### src/rtl/ibex_ahb_master_arbiter_if.sv
// ibex_ahb_master_arbiter_if: Ibex instruction/data ports plus the AHB-Lite master bus.
interface ibex_ahb_master_arbiter_if;
  logic        instr_req_i, instr_gnt_o, instr_rvalid_o, instr_err_o;
  logic [31:0] instr_addr_i, instr_rdata_o;
  logic        data_req_i, data_we_i, data_gnt_o, data_rvalid_o, data_err_o;
  logic [3:0]  data_be_i;
  logic [31:0] data_addr_i, data_wdata_i, data_rdata_o;
  logic [31:0] HADDR, HWDATA, HRDATA;
  logic [1:0]  HTRANS;
  logic [2:0]  HSIZE, HBURST;
  logic [3:0]  HPROT;
  logic        HWRITE, HREADY, HRESP;
  modport master (
    input  instr_req_i, instr_addr_i, data_req_i, data_we_i, data_be_i, data_addr_i, data_wdata_i,
           HRDATA, HREADY, HRESP,
    output instr_gnt_o, instr_rvalid_o, instr_err_o, instr_rdata_o,
           data_gnt_o, data_rvalid_o, data_err_o, data_rdata_o,
           HADDR, HTRANS, HSIZE, HBURST, HWRITE, HPROT, HWDATA
  );
  modport slave (
    output instr_req_i, instr_addr_i, data_req_i, data_we_i, data_be_i, data_addr_i, data_wdata_i,
           HRDATA, HREADY, HRESP,
    input  instr_gnt_o, instr_rvalid_o, instr_err_o, instr_rdata_o,
           data_gnt_o, data_rvalid_o, data_err_o, data_rdata_o,
           HADDR, HTRANS, HSIZE, HBURST, HWRITE, HPROT, HWDATA
  );
endinterface

### src/rtl/ibex_ahb_master_arbiter.sv
// ibex_ahb_master_arbiter: arbitrates Ibex instr/data ports onto one pipelined AHB-Lite master.
module ibex_ahb_master_arbiter #(
  parameter int unsigned STARVE_MAX = 4
) (
  input logic                        clk_i,
  input logic                        rst_ni,
  ibex_ahb_master_arbiter_if.master  bus
);
  typedef enum logic [1:0] {IDLE, DPH_I, DPH_D} state_e;
  localparam logic [3:0] SMAX = 4'(STARVE_MAX);
  state_e      state_q;
  logic [3:0]  starve_q, hprot_q;
  logic        held_q, held_own_q, hwrite_q;
  logic [31:0] haddr_q, hwdata_q, addr_c;
  logic [2:0]  hsize_q, size_c, dsize_c;
  logic [1:0]  off_c;
  logic        held_ok, own_d, active, accept, starved;
  always_comb begin
    dsize_c = 3'b010;
    off_c   = 2'b00;
    case (bus.data_be_i)
      4'b0011: dsize_c = 3'b001;
      4'b1100: {dsize_c, off_c} = {3'b001, 2'b10};
      4'b0001: dsize_c = 3'b000;
      4'b0010: {dsize_c, off_c} = {3'b000, 2'b01};
      4'b0100: {dsize_c, off_c} = {3'b000, 2'b10};
      4'b1000: {dsize_c, off_c} = {3'b000, 2'b11};
      default: ;
    endcase
  end
  // A stalled address phase keeps its owner as long as that owner is still requesting
  assign starved = bus.instr_req_i && starve_q == SMAX;
  assign held_ok = held_q && (held_own_q ? bus.data_req_i : bus.instr_req_i);
  assign own_d   = held_ok ? held_own_q : bus.data_req_i && !starved;
  assign active  = rst_ni && (bus.instr_req_i || bus.data_req_i);
  assign accept  = active && bus.HREADY;
  assign addr_c  = own_d ? {bus.data_addr_i[31:2], off_c} : {bus.instr_addr_i[31:2], 2'b00};
  assign size_c  = own_d ? dsize_c : 3'b010;
  assign bus.HTRANS = active ? 2'b10 : 2'b00;
  assign bus.HADDR  = active ? addr_c : haddr_q;
  assign bus.HSIZE  = active ? size_c : hsize_q;
  assign bus.HWRITE = active ? own_d && bus.data_we_i : hwrite_q;
  assign bus.HPROT  = active ? {3'b001, own_d} : hprot_q;
  assign bus.HBURST = 3'b000;
  assign bus.HWDATA = hwdata_q;
  assign bus.instr_gnt_o    = accept && !own_d;
  assign bus.data_gnt_o     = accept && own_d;
  assign bus.instr_rvalid_o = state_q == DPH_I && bus.HREADY;
  assign bus.data_rvalid_o  = state_q == DPH_D && bus.HREADY;
  assign bus.instr_err_o    = bus.instr_rvalid_o && bus.HRESP;
  assign bus.data_err_o     = bus.data_rvalid_o && bus.HRESP;
  assign bus.instr_rdata_o  = bus.HRDATA;
  assign bus.data_rdata_o   = bus.HRDATA;
  always_ff @(posedge clk_i or negedge rst_ni) begin
    if (!rst_ni) begin
      state_q    <= IDLE;
      starve_q   <= '0;
      held_q     <= 1'b0;
      held_own_q <= 1'b0;
      haddr_q    <= '0;
      hsize_q    <= 3'b010;
      hwrite_q   <= 1'b0;
      hprot_q    <= 4'b0010;
      hwdata_q   <= '0;
    end else begin
      held_q     <= active && !bus.HREADY;
      held_own_q <= own_d;
      if (active) begin
        haddr_q  <= addr_c;
        hsize_q  <= size_c;
        hwrite_q <= own_d && bus.data_we_i;
        hprot_q  <= {3'b001, own_d};
      end
      if (bus.data_gnt_o) hwdata_q <= bus.data_wdata_i;
      starve_q <= (!bus.instr_req_i || bus.instr_gnt_o) ? 4'd0 :
                  (bus.data_gnt_o && starve_q != SMAX) ? starve_q + 4'd1 : starve_q;
      if (bus.HREADY) state_q <= !accept ? IDLE : own_d ? DPH_D : DPH_I;
    end
  end
endmodule
### src/flat_wrapper.sv
// flat-port wrapper written by rule: the top's interface ports become plain ports
module ibex_ahb_master_arbiter_flat 
#(
  parameter int unsigned STARVE_MAX = 4
)
  (clk_i, rst_ni, bus_instr_req_i, bus_instr_addr_i, bus_data_req_i, bus_data_we_i, bus_data_be_i, bus_data_addr_i, bus_data_wdata_i, bus_HRDATA, bus_HREADY, bus_HRESP, bus_instr_gnt_o, bus_instr_rvalid_o, bus_instr_err_o, bus_instr_rdata_o, bus_data_gnt_o, bus_data_rvalid_o, bus_data_err_o, bus_data_rdata_o, bus_HADDR, bus_HTRANS, bus_HSIZE, bus_HBURST, bus_HWRITE, bus_HPROT, bus_HWDATA);
  ibex_ahb_master_arbiter_if bus_i ();
  input logic clk_i;
  input logic rst_ni;
  input wire logic [$bits(bus_i.instr_req_i)-1:0] bus_instr_req_i;
  input wire logic [$bits(bus_i.instr_addr_i)-1:0] bus_instr_addr_i;
  input wire logic [$bits(bus_i.data_req_i)-1:0] bus_data_req_i;
  input wire logic [$bits(bus_i.data_we_i)-1:0] bus_data_we_i;
  input wire logic [$bits(bus_i.data_be_i)-1:0] bus_data_be_i;
  input wire logic [$bits(bus_i.data_addr_i)-1:0] bus_data_addr_i;
  input wire logic [$bits(bus_i.data_wdata_i)-1:0] bus_data_wdata_i;
  input wire logic [$bits(bus_i.HRDATA)-1:0] bus_HRDATA;
  input wire logic [$bits(bus_i.HREADY)-1:0] bus_HREADY;
  input wire logic [$bits(bus_i.HRESP)-1:0] bus_HRESP;
  output wire logic [$bits(bus_i.instr_gnt_o)-1:0] bus_instr_gnt_o;
  output wire logic [$bits(bus_i.instr_rvalid_o)-1:0] bus_instr_rvalid_o;
  output wire logic [$bits(bus_i.instr_err_o)-1:0] bus_instr_err_o;
  output wire logic [$bits(bus_i.instr_rdata_o)-1:0] bus_instr_rdata_o;
  output wire logic [$bits(bus_i.data_gnt_o)-1:0] bus_data_gnt_o;
  output wire logic [$bits(bus_i.data_rvalid_o)-1:0] bus_data_rvalid_o;
  output wire logic [$bits(bus_i.data_err_o)-1:0] bus_data_err_o;
  output wire logic [$bits(bus_i.data_rdata_o)-1:0] bus_data_rdata_o;
  output wire logic [$bits(bus_i.HADDR)-1:0] bus_HADDR;
  output wire logic [$bits(bus_i.HTRANS)-1:0] bus_HTRANS;
  output wire logic [$bits(bus_i.HSIZE)-1:0] bus_HSIZE;
  output wire logic [$bits(bus_i.HBURST)-1:0] bus_HBURST;
  output wire logic [$bits(bus_i.HWRITE)-1:0] bus_HWRITE;
  output wire logic [$bits(bus_i.HPROT)-1:0] bus_HPROT;
  output wire logic [$bits(bus_i.HWDATA)-1:0] bus_HWDATA;
  assign bus_i.instr_req_i = bus_instr_req_i;
  assign bus_i.instr_addr_i = bus_instr_addr_i;
  assign bus_i.data_req_i = bus_data_req_i;
  assign bus_i.data_we_i = bus_data_we_i;
  assign bus_i.data_be_i = bus_data_be_i;
  assign bus_i.data_addr_i = bus_data_addr_i;
  assign bus_i.data_wdata_i = bus_data_wdata_i;
  assign bus_i.HRDATA = bus_HRDATA;
  assign bus_i.HREADY = bus_HREADY;
  assign bus_i.HRESP = bus_HRESP;
  assign bus_instr_gnt_o = bus_i.instr_gnt_o;
  assign bus_instr_rvalid_o = bus_i.instr_rvalid_o;
  assign bus_instr_err_o = bus_i.instr_err_o;
  assign bus_instr_rdata_o = bus_i.instr_rdata_o;
  assign bus_data_gnt_o = bus_i.data_gnt_o;
  assign bus_data_rvalid_o = bus_i.data_rvalid_o;
  assign bus_data_err_o = bus_i.data_err_o;
  assign bus_data_rdata_o = bus_i.data_rdata_o;
  assign bus_HADDR = bus_i.HADDR;
  assign bus_HTRANS = bus_i.HTRANS;
  assign bus_HSIZE = bus_i.HSIZE;
  assign bus_HBURST = bus_i.HBURST;
  assign bus_HWRITE = bus_i.HWRITE;
  assign bus_HPROT = bus_i.HPROT;
  assign bus_HWDATA = bus_i.HWDATA;
  ibex_ahb_master_arbiter #(.STARVE_MAX(STARVE_MAX)) u_core (.clk_i(clk_i), .rst_ni(rst_ni), .bus(bus_i));
endmodule
### config.mk
export PLATFORM = sky130hd
export DESIGN_NAME = ibex_ahb_master_arbiter_flat
export DESIGN_NICKNAME = d
export VERILOG_FILES = /design/src/rtl/ibex_ahb_master_arbiter_if.sv /design/src/rtl/ibex_ahb_master_arbiter.sv /design/src/flat_wrapper.sv
export SDC_FILE = /design/constraint.sdc
export NUM_CORES = 1
export LEC_CHECK = 0
export BUFFER_PORTS_ARGS = -buffer_cell sky130_fd_sc_hd__buf_4
export CAP_MARGIN = 20
export CORE_AREA = 2 2 113 115
export DETAILED_ROUTE_END_ITERATION = 6
export DIE_AREA = 0 0 115 117
export GPL_TIMING_DRIVEN = 0
export PLACE_DENSITY = 0.63
export RECOVER_POWER = 25
export SETUP_SLACK_MARGIN = 0.02
export SLEW_MARGIN = 10
export SYNTH_ARGS = -nofsm -noshare
export SYNTH_HDL_FRONTEND = slang
export SYNTH_SLANG_ARGS = --single-unit
### constraint.sdc
create_clock -name clk_i -period 3.9 [get_ports clk_i]
set_clock_uncertainty 0.1 [all_clocks]
set_input_delay 0.78 -clock clk_i [delete_from_list [all_inputs] [get_ports clk_i]]
set_output_delay 0.78 -clock clk_i [all_outputs]
set_load 0.02 [all_outputs]
==> flow_summary_export.csv, run 1 <==
group,metric,value,unit
synthesis,synth_area_leaders,"dfrtp_1 50%, buf_4 14%, mux2_2 8.4%",
place,gp_congestion,0.777,
clock_network,clk_latency,0.33,ns
run,maxCapViolCount,0,
power_and_ir_drop,p_leak,3.19,nW
timing,whs,0.264,ns
finish,post-route-util,0.505,
finish,fill_cells,1192,
synthesis,yosysTopAreaCell,"dfrtp_1",
synthesis,synth_cell_type_count,35,
worst_hold_path,hp-class,"in2async",
drt,via_per_inst,4.44,
clock_network,clk_pin_slew,0.06,ns
synthesis,ys_ff_latch,80,
worst_setup_path,critPathKind,"in2out",
timing,hold_viol,0,
clock_network,post_cts_buffers,0,
global_route,gr-total-overflow,0,
clock_network,clk_path_buf_depth,2,
finish,drive_gt1_frac,0.571,
die,design.core.area,12300,um2
timing,rsz0062_at_grt,"no",
drt,wirelength,11600,um
finish,nets,785,
die,pin_count,286,
drt,vias,3541,
timing,worst_slew_margin_rel,0.657,
drt,postRouteAntennaNets,0,
synthesis,synth_top_area_share,0.502,
drt,initialDrtViolationCount,123,
clock_network,cts_hold_buf,0,
worst_setup_path,cp_max_fo,84,
die,die_w,115,um
clock_network,numClockSinks,80,
synthesis,synth_cells,385,
worst_setup_path,start_kind,"input pin",
finish,seqCellArea,2000,um2
timing,fmax,289,MHz
clock_network,htreeDepth,3,
clock_network,cts_tree,"yes",
global_route,grt_start_max_net_pins,85,
clock_network,cts_buffers,9,
power_and_ir_drop,power_density,419,nW/um2
synthesis,yosysSeqAreaShare,0.515,
synthesis,synth_area,3890,um2
timing,setup-tns-final,0,ns
worst_setup_path,cp.arrival,2.58,ns
timing,tightest_slew,0.515,ns
timing,finalSetupViolations,0,
global_route,grt_pass1_vias,3501,
place,io_buffers,245,
die,start_util,0.316,
synthesis,yosys_warnings,0,
worst_setup_path,reg2reg_depth,8,
finish,layout_commonest_cell,"buf_4",
place,detailed_place_hpwl,9050,um
timing,slew_viol_final,0,
global_route,grt_pass1_wl,17100,um
finish,final_cell_mix,"316 x buf_4, 78 x dfrtp_1, 61 x a21oi_1",
timing,post-route-min-period,3.46,ns
timing,period_share,0.886,
finish,multi_input_area,1270,um2
power_and_ir_drop,power,2.60,mW
power_and_ir_drop,ir_drop,0.000217,V
drt,first_pass_iters,4,
synthesis,syn_area_per_cell,10.1,um2
worst_setup_path,critPathCaptureType,"output pin",
die,die_h,117,um
drt,wl_per_cell,14.5,um
die,dieArea,13500,um2
finish,antenna_cells,0,
die,rows,41,
global_route,grt_use_total,0.162,
worst_setup_path,required,3.02,ns
global_route,antenna_found_initial,0,
outcome,status,"completed",
clock_network,cts-root-buf,"clkbuf_16",
finish,synthToLayoutAreaGrowth,59.7,%
drt,drcViolationCount,0,
critical path, cell delays in order:
cell and delay, ns:
buf_12 0.34, o21ai_1 0.29, inv_1 0.25, clkbuf_1 0.39, nor2_1 0.08, a21oi_1 0.22
buf_4 0.19
flip-flops by register name (all words and copies together), names as in the netlist:
signal             count
u_core.held_q          1
u_core.hwrite_q        1
u_core.bus.HWDATA     32
u_core.hprot_q         4
u_core.hsize_q         3
u_core.held_own_q      1
u_core.starve_q        4
u_core.state_q         2
u_core.haddr_q        32
path summary, 6_finish.rpt:
path	startpoint	to	slack, ns
setup / recovery	rst_ni	bus_HADDR[16]	0.44
min in group clk_i	u_core.haddr_q[0]$_DFF_PN0_	u_core.haddr_q[0]$_DFF_PN0_	0.38
hold / removal	rst_ni	u_core.bus.HWDATA[26]$_DFFE_PN0P_	0.26
max in group asynchronous	rst_ni	u_core.hprot_q[1]$_DFF_PN1_	3.08
setup reg to reg	u_core.starve_q[0]$_DFFE_PN0P_	u_core.haddr_q[22]$_DFF_PN0_	1.87
hold reg to reg	u_core.haddr_q[0]$_DFF_PN0_	u_core.haddr_q[0]$_DFF_PN0_	0.38
cells in the mapped netlist, drive strengths merged:
master,n
nor4bb,1
nand2b,2
nand2,40
xnor2,3
or3b,1
o21ai,5
inv,7
o41ai,2
and3,3
nor2b,1
o311ai,1
nor2,39
conb,1
a31oi,1
mux2,32
buf,78
clkbuf,7
mux2i,2
dfstp,2
nand3,3
nor3b,1
and2,5
nand3b,2
nor3,1
o22a,1
a21oi,61
a21o,2
o211ai,1
ha,2
dfrtp,78
report_power, final:
group	switching (mW)	internal (mW)	total, mW
registers	0.0515	0.951	1.00
logic	0.421	0.395	0.816
clock network	0.323	0.460	0.784
total	0.795	1.81	2.60
stage by stage:
stage	setup slack, ns	instances	instance area [um2]
floorplan	1.09	388	3900
global placement	-0.274	783	5930
detailed placement	-0.309	783	5930
CTS	0.151	798	6210
global route	0.145	798	6220
finish	0.443	798	6220
final cells by class:
| type | instances | area share |
|---|---|---|
| multi-input combinational | 216 | 0.205 |
| clock inverter | 3 | 0.00282 |
| timing repair buffer | 245 | 0.298 |
| tap | 150 | 0.0302 |
| clock buffer | 12 | 0.0413 |
| sequential | 80 | 0.322 |
| buffer | 85 | 0.0960 |
| inverter | 7 | 0.00423 |
layer usage:
metal | wire length, um | track usage | vias up
met5 | 0 | 0 | -
met4 | 205 | 0.0610 | 0
met3 | 1010 | 0.0386 | 14
met2 | 5970 | 0.292 | 162
met1 | 4420 | 0.187 | 1646
li1 | - | - | 1719
timing repair:
action | in CTS | in global routing
resized for setup | 2 | 1
hold endpoints to repair | 0 | 0
setup endpoints to repair | 30 | 28
gates cloned | 0 | 0
cells by family after synthesis:
family,synth area share
muxes,0.0977
and+or+nand+nor,0.112
buffers and inverters,0.160
adders and majority gates,0.00643
DFF,0.515
AOI/OAI and AO/OA,0.101
xor gates and xnor gates,0.00675
other,0.000964
No activity file was read; power rests on OpenSTA's default activity.
==> run 2: changes to the inputs <==
- ABC_AREA: unset -> 1
- CORE_AREA: 2 2 113 115 -> 2 2 110 112
- DIE_AREA: 0 0 115 117 -> 0 0 112 114
- PLACE_DENSITY: 0.63 -> 0.66
==> flow_summary_export.csv, run 2 <==
group,metric,value,unit
worst_setup_path,cp_max_fo,82,
timing,post-route-min-period,3.51,ns
synthesis,synth_cell_type_count,24,
finish,synthToLayoutAreaGrowth,59.2,%
synthesis,synth.area.mux_share,0,
synthesis,yosys.area_share.simple,0.214,
finish,layout_commonest_cell,"buf_4",
synthesis,yosys_warnings,0,
die,die_w,112,um
worst_setup_path,critPathKind,"in2out",
timing,period_share,0.900,
drt,initialDrtViolationCount,147,
drt,wirelength,12200,um
drt,drcViolationCount,0,
synthesis,synth_xor_area_frac,0.00665,
drt,postRouteAntennaNets,0,
worst_setup_path,required,3.02,ns
timing,hold_viol,0,
synthesis,synth_top_family_by_area,"simple AND/OR/NAND/NOR gates",
timing,finalSetupViolations,0,
clock_network,cts-root-buf,"clkbuf_16",
synthesis,ys_ff_latch,80,
timing,rsz0062_at_grt,"no",
power_and_ir_drop,power_density,419,nW/um2
outcome,status,"completed",
synthesis,synth_area,3950,um2
clock_network,cts_tree,"yes",
synthesis,yosysTopAreaCell,"dfrtp_1",
global_route,antenna_found_initial,0,
die,die_h,114,um
clock_network,cts_buffers,9,
clock_network,cts_hold_buf,0,
clock_network,clk_path_buf_depth,2,
die,dieArea,12800,um2
die,pin_count,286,
drt,via_per_inst,4.49,
synthesis,yosysSeqAreaShare,0.507,
clock_network,numClockSinks,80,
run,maxCapViolCount,0,
worst_hold_path,hp-class,"in2async",
global_route,grt_use_total,0.184,
clock_network,clk_pin_slew,0.06,ns
finish,drive_gt1_frac,0.483,
synthesis,synth_top_area_share,0.494,
clock_network,clk_latency,0.34,ns
synthesis,synth_cells,471,
die,design.core.area,11700,um2
synthesis,synth_most_common_cell,"nand2_1",
die,rows,40,
worst_setup_path,cp.arrival,2.63,ns
synthesis,synth_area_leaders,"dfrtp_1 49%, buf_4 14%, nand2_1 14%",
die,start_util,0.338,
finish,nets,871,
synthesis,syn_area_per_cell,8.39,um2
worst_setup_path,critPathCaptureType,"output pin",
place,place_ws,-0.129,ns
synthesis,synth_edf_count,0,
global_route,grt_pass1_vias,3939,
synthesis,synth_common_cells,"145 x nand2_1, 78 x dfrtp_1, 75 x buf_4",
place,io_buffers,245,
power_and_ir_drop,p_leak,3.45,nW
synthesis,async_reset_ff_frac,1.00,
clock_network,htreeDepth,3,
timing,fin_ws,0.390,ns
global_route,gr-total-overflow,0,
synthesis,synth_ff_type,"dfrtp_1",
finish,final_cell_mix,"319 x buf_4, 145 x nand2_1, 78 x dfrtp_1",
drt,vias,3964,
power_and_ir_drop,ir_drop,0.000278,V
place,detailed_place_hpwl,9470,um
global_route,grt_start_max_net_pins,83,
global_route,grt_pass1_wl,18900,um
timing,worst_slew_margin_rel,0.599,
timing,tightest_slew,0.602,ns
timing,setup-tns-final,0,ns
finish,antenna_cells,0,
synthesis,synth_fa_ha_area_frac,0.00633,
timing,fmax,285,MHz
place,gp_congestion,0.777,
synthesis,synth_compound_area_frac,0.0886,
timing,slew_viol_final,0,
drt,wl_per_cell,13.8,um
worst_setup_path,start_kind,"input pin",
drt,first_pass_iters,4,
finish,fill_cells,1111,
[run 2: report_power, final]
| group | internal [mW] | switching (mW) |
|---|---|---|
| Clock | 0.512 | 0.338 |
| Combinational | 0.362 | 0.430 |
| Sequential | 0.944 | 0.0512 |
[run 2: cell type report]
| type | instances | area [um2] | area share |
|---|---|---|---|
| buffer | 88 | 624 | 0.0992 |
| sequential | 80 | 2000 | 0.318 |
| inverter | 19 | 71.3 | 0.0113 |
| clock inverter | 5 | 56.3 | 0.00895 |
| tap | 147 | 184 | 0.0292 |
| multi-input combinational | 287 | 1260 | 0.201 |
| timing repair buffer | 245 | 1850 | 0.293 |
| clock buffer | 11 | 243 | 0.0386 |
[run 2: final timing paths]
kind                                                start                                end  slack (ns)  cells past startpoint
min in group clk_i            u_core.haddr_q[1]$_DFF_PN0_        u_core.haddr_q[1]$_DFF_PN0_        0.38                      2
max                                                rst_ni                      bus_HADDR[12]        0.39                      7
max in group asynchronous                          rst_ni       u_core.haddr_q[20]$_DFF_PN0_        2.95                      1
max reg2reg                u_core.starve_q[0]$_DFFE_PN0P_       u_core.haddr_q[12]$_DFF_PN0_        1.93                     10
min reg2reg                   u_core.haddr_q[1]$_DFF_PN0_        u_core.haddr_q[1]$_DFF_PN0_        0.38                      2
min                                                rst_ni  u_core.bus.HWDATA[31]$_DFFE_PN0P_        0.33                      1
[run 2: layer usage]
metal,share of wire,GRT usage,wire [um],up-vias
li1,-,-,-,1934
met1,0.39,0.219,4710,1838
met2,0.51,0.325,6200,175
met3,0.084,0.0430,1020,17
met4,0.019,0.0724,231,0
met5,0,0,0,-
[run 2: worst max-delay path, stage by stage]
cell and delay [ns]:
buf_8 0.45, o21ai_0 0.24, clkinv_1 0.24, clkbuf_1 0.40, nor2_1 0.08, a21oi_1 0.21
buf_4 0.19
[run 2: cells by family after synthesis]
group	after synthesis
AOI/OAI and AO/OA	70
xor gates and xnor gates	3
adders and majority gates	2
buffers and inverters	107
DFF	80
other	1
and+or+nand+nor	208
[run 2: repair_timing]
action	in CTS	in global routing
setup buffers	0	0
resized for setup	1	2
endpoints found under the setup margin	11	10
[run 2: stage by stage]
stage                     cells  hold slack [ns]  utilization  instance area [um2]  power [mW]
after floorplan             474            0.384            -                 3960        1.42
after global placement      866            0.365        0.511                 5990        1.79
after detailed placement    866            0.368        0.511                 5990        1.81
after CTS                   882            0.382        0.537                 6290        2.67
after global routing        882            0.371        0.537                 6290        2.77
final                       882            0.326        0.537                 6290        2.64
==> run 3: changes to the inputs <==
- CELL_PAD_IN_SITES_DETAIL_PLACEMENT: unset -> 0
- CELL_PAD_IN_SITES_GLOBAL_PLACEMENT: unset -> 1
- CORE_AREA: 2 2 110 112 -> unset
- CORE_UTILIZATION: unset -> 30
- DIE_AREA: 0 0 112 114 -> unset
- PLACE_DENSITY: 0.66 -> unset
- PLACE_DENSITY_LB_ADDON: unset -> 0.1
==> flow_summary_export.csv, run 3 (same netlist as run 2, synthesis figures left out) <==
group,metric,value,unit
outcome,status,"completed",
timing,hold_viol,0,
timing,period_share,0.915,
finish,post-route-util,0.496,
drt,vias,3831,
power_and_ir_drop,power_density,410,nW/um2
worst_setup_path,required,3.02,ns
clock_network,post_cts_buffers,0,
drt,first_pass_iters,5,
die,design.core.area,12700,um2
clock_network,htreeDepth,3,
worst_setup_path,critPathMaxStageDelay,0.51,ns
finish,final_cells,907,
die,die_w,117,um
global_route,antenna_found_initial,0,
drt,postRouteAntennaNets,0,
worst_setup_path,r2r_end,"u_core.haddr_q[29]$_DFF_PN0_",
timing,tightest_slew,0.653,ns
finish,antenna_cells,0,
drt,wl_met1,4870,um
die,rows,41,
clock_network,clk_latency,0.33,ns
worst_hold_path,hp-start,"u_core.haddr_q[1]$_DFF_PN0_",
drt,drcViolationCount,0,
place,io_buffers,245,
finish,final_cell_area,6310,um2
worst_setup_path,crit_slowest_cell,"clkbuf_8",
die,dieArea,13600,um2
global_route,grt_use_total,0.164,
clock_network,clk_pin_slew,0.06,ns
power_and_ir_drop,ir_drop,0.000249,V
finish,synthToLayoutAreaGrowth,59.7,%
clock_network,clk_path_buf_depth,2,
global_route,grt_pass1_wl,17300,um
finish,layout_commonest_cell,"buf_4",
worst_setup_path,cp.depth,7,
timing,fmax,280,MHz
worst_hold_path,hold_depth,2,
worst_setup_path,reg2reg_depth,10,
worst_setup_path,cp.arrival,2.69,ns
clock_network,numClockSinks,80,
place,gp_congestion,0.701,
clock_network,cts_tree,"yes",
run,maxCapViolCount,0,
drt,highest_layer,"met4",
place,post_dp_cell_area,6020,um2
global_route,grt_start_max_net_pins,83,
timing,worst_slew_margin_rel,0.565,
drt,dr_wl_met2,5490,um
worst_setup_path,path_cells,"clkbuf_8 > o21ai_0 > clkinv_1 > clkbuf_1 > nor2_1 > a21oi_1 > buf_4",
worst_hold_path,hp-class,"reg2reg",
drt,wirelength,11700,um
global_route,gr-total-overflow,0,
finish,drive_gt1_frac,0.484,
place,placed_cells,891,
worst_setup_path,critPathKind,"in2out",
timing,finalSetupViolations,0,
die,start_util,0.311,
die,die_h,117,um
drt,via_per_inst,4.22,
clock_network,cts-root-buf,"clkbuf_16",
finish,final_cell_mix,"319 x buf_4, 145 x nand2_1, 78 x dfrtp_1",
die,pin_count,286,
finish,nets,871,
drt,wl_per_cell,12.9,um
clock_network,cts_hold_buf,0,
timing,setup-tns-final,0,ns
timing,slew_viol_final,0,
global_route,grt_pass1_vias,3584,
worst_setup_path,start_kind,"input pin",
worst_hold_path,hold-path-endpoint,"u_core.haddr_q[1]$_DFF_PN0_",
worst_setup_path,critPathCaptureType,"output pin",
worst_setup_path,rrSetupSlack,1.94,ns
timing,rsz0062_at_grt,"no",
worst_setup_path,cp_max_fo,82,
place,detailed_place_hpwl,8970,um
worst_setup_path,timing.rr.start,"u_core.starve_q[0]$_DFFE_PN0P_",
worst_setup_path,cp_num_buf_inv,4,
power_and_ir_drop,p_leak,3.44,nW
timing,post-route-min-period,3.57,ns
clock_network,cts_resized,1,
clock_network,cts_buffers,9,
drt,dr_wl_met3,1220,um
worst_setup_path,crit_family,"buffers and inverters",
drt,initialDrtViolationCount,149,
run 3: cell types whose count changed in the layout (fill, tap and decap cells not counted):
| cell | delta |
|---|---|
| inv_6 | +4 |
| clkinv_2 | -2 |
| bufinv_16 | -1 |
| clkbuf_1 | -1 |
| clkinv_4 | -1 |
| clkinvlp_4 | +1 |
| buf_8 | -1 |
| clkbuf_8 | +1 |
run 3: worst max-delay path by stage:
stage / start / end / slack [ns]
final: rst_ni / bus_HADDR[19] / 0.33
after global routing: rst_ni / bus_HADDR[11] / 0.02
after CTS: rst_ni / bus_HADDR[18] / 0.17
after detailed placement: rst_ni / bus_HADDR[18] / -0.12
after global placement: rst_ni / bus_HADDR[11] / -0.12
after floorplan: bus_instr_req_i / bus_HADDR[10] / 1.22
run 3: per-layer routing:
layer | global-route usage | up-vias
met5 | 0 | -
met2 | 0.263 | 177
met1 | 0.209 | 1720
li1 | - | 1925
met3 | 0.0551 | 9
met4 | 0.0515 | 0
run 3: worst register-to-register path, delay by kind of cell, from the launching register on:
family	cells	cell delay, ns
buffers and inverters	3	0.40
AO/OA/AOI/OAI	1	0.26
adder cells (fa/ha/maj)	1	0.20
AND/OR/NAND/NOR	5	0.50
flip-flops	1	0.39
run 3: area by class of cell:
| type | instances | area (um2) |
|---|---|---|
| Tap cell | 172 | 215 |
| Clock inverter | 6 | 50.0 |
| Clock buffer | 10 | 239 |
| Fill cell | 1249 | 6410 |
| Inverter | 19 | 71.3 |
| Multi-Input combinational cell | 287 | 1260 |
| Buffer | 88 | 624 |
| Timing Repair Buffer | 245 | 1850 |
| Sequential cell | 80 | 2000 |
run 3: through the flow:
stage | power [mW] | setup slack (ns) | hold slack, ns
2_1_floorplan | 1.42 | 1.22 | 0.384
6_report | 2.59 | 0.332 | 0.371
4_1_cts | 2.63 | 0.170 | 0.376
5_1_grt | 2.74 | 0.0226 | 0.402
3_3_place_gp | 1.80 | -0.120 | 0.363
3_5_place_dp | 1.80 | -0.125 | 0.362
run 3: report_power, final:
group	leakage (nW)	total (mW)	switching, mW	internal [mW]
clock	0.137	0.809	0.352	0.458
combinational	2.33	0.789	0.427	0.362
sequential	0.974	0.993	0.0499	0.943
total	3.44	2.59	0.829	1.76
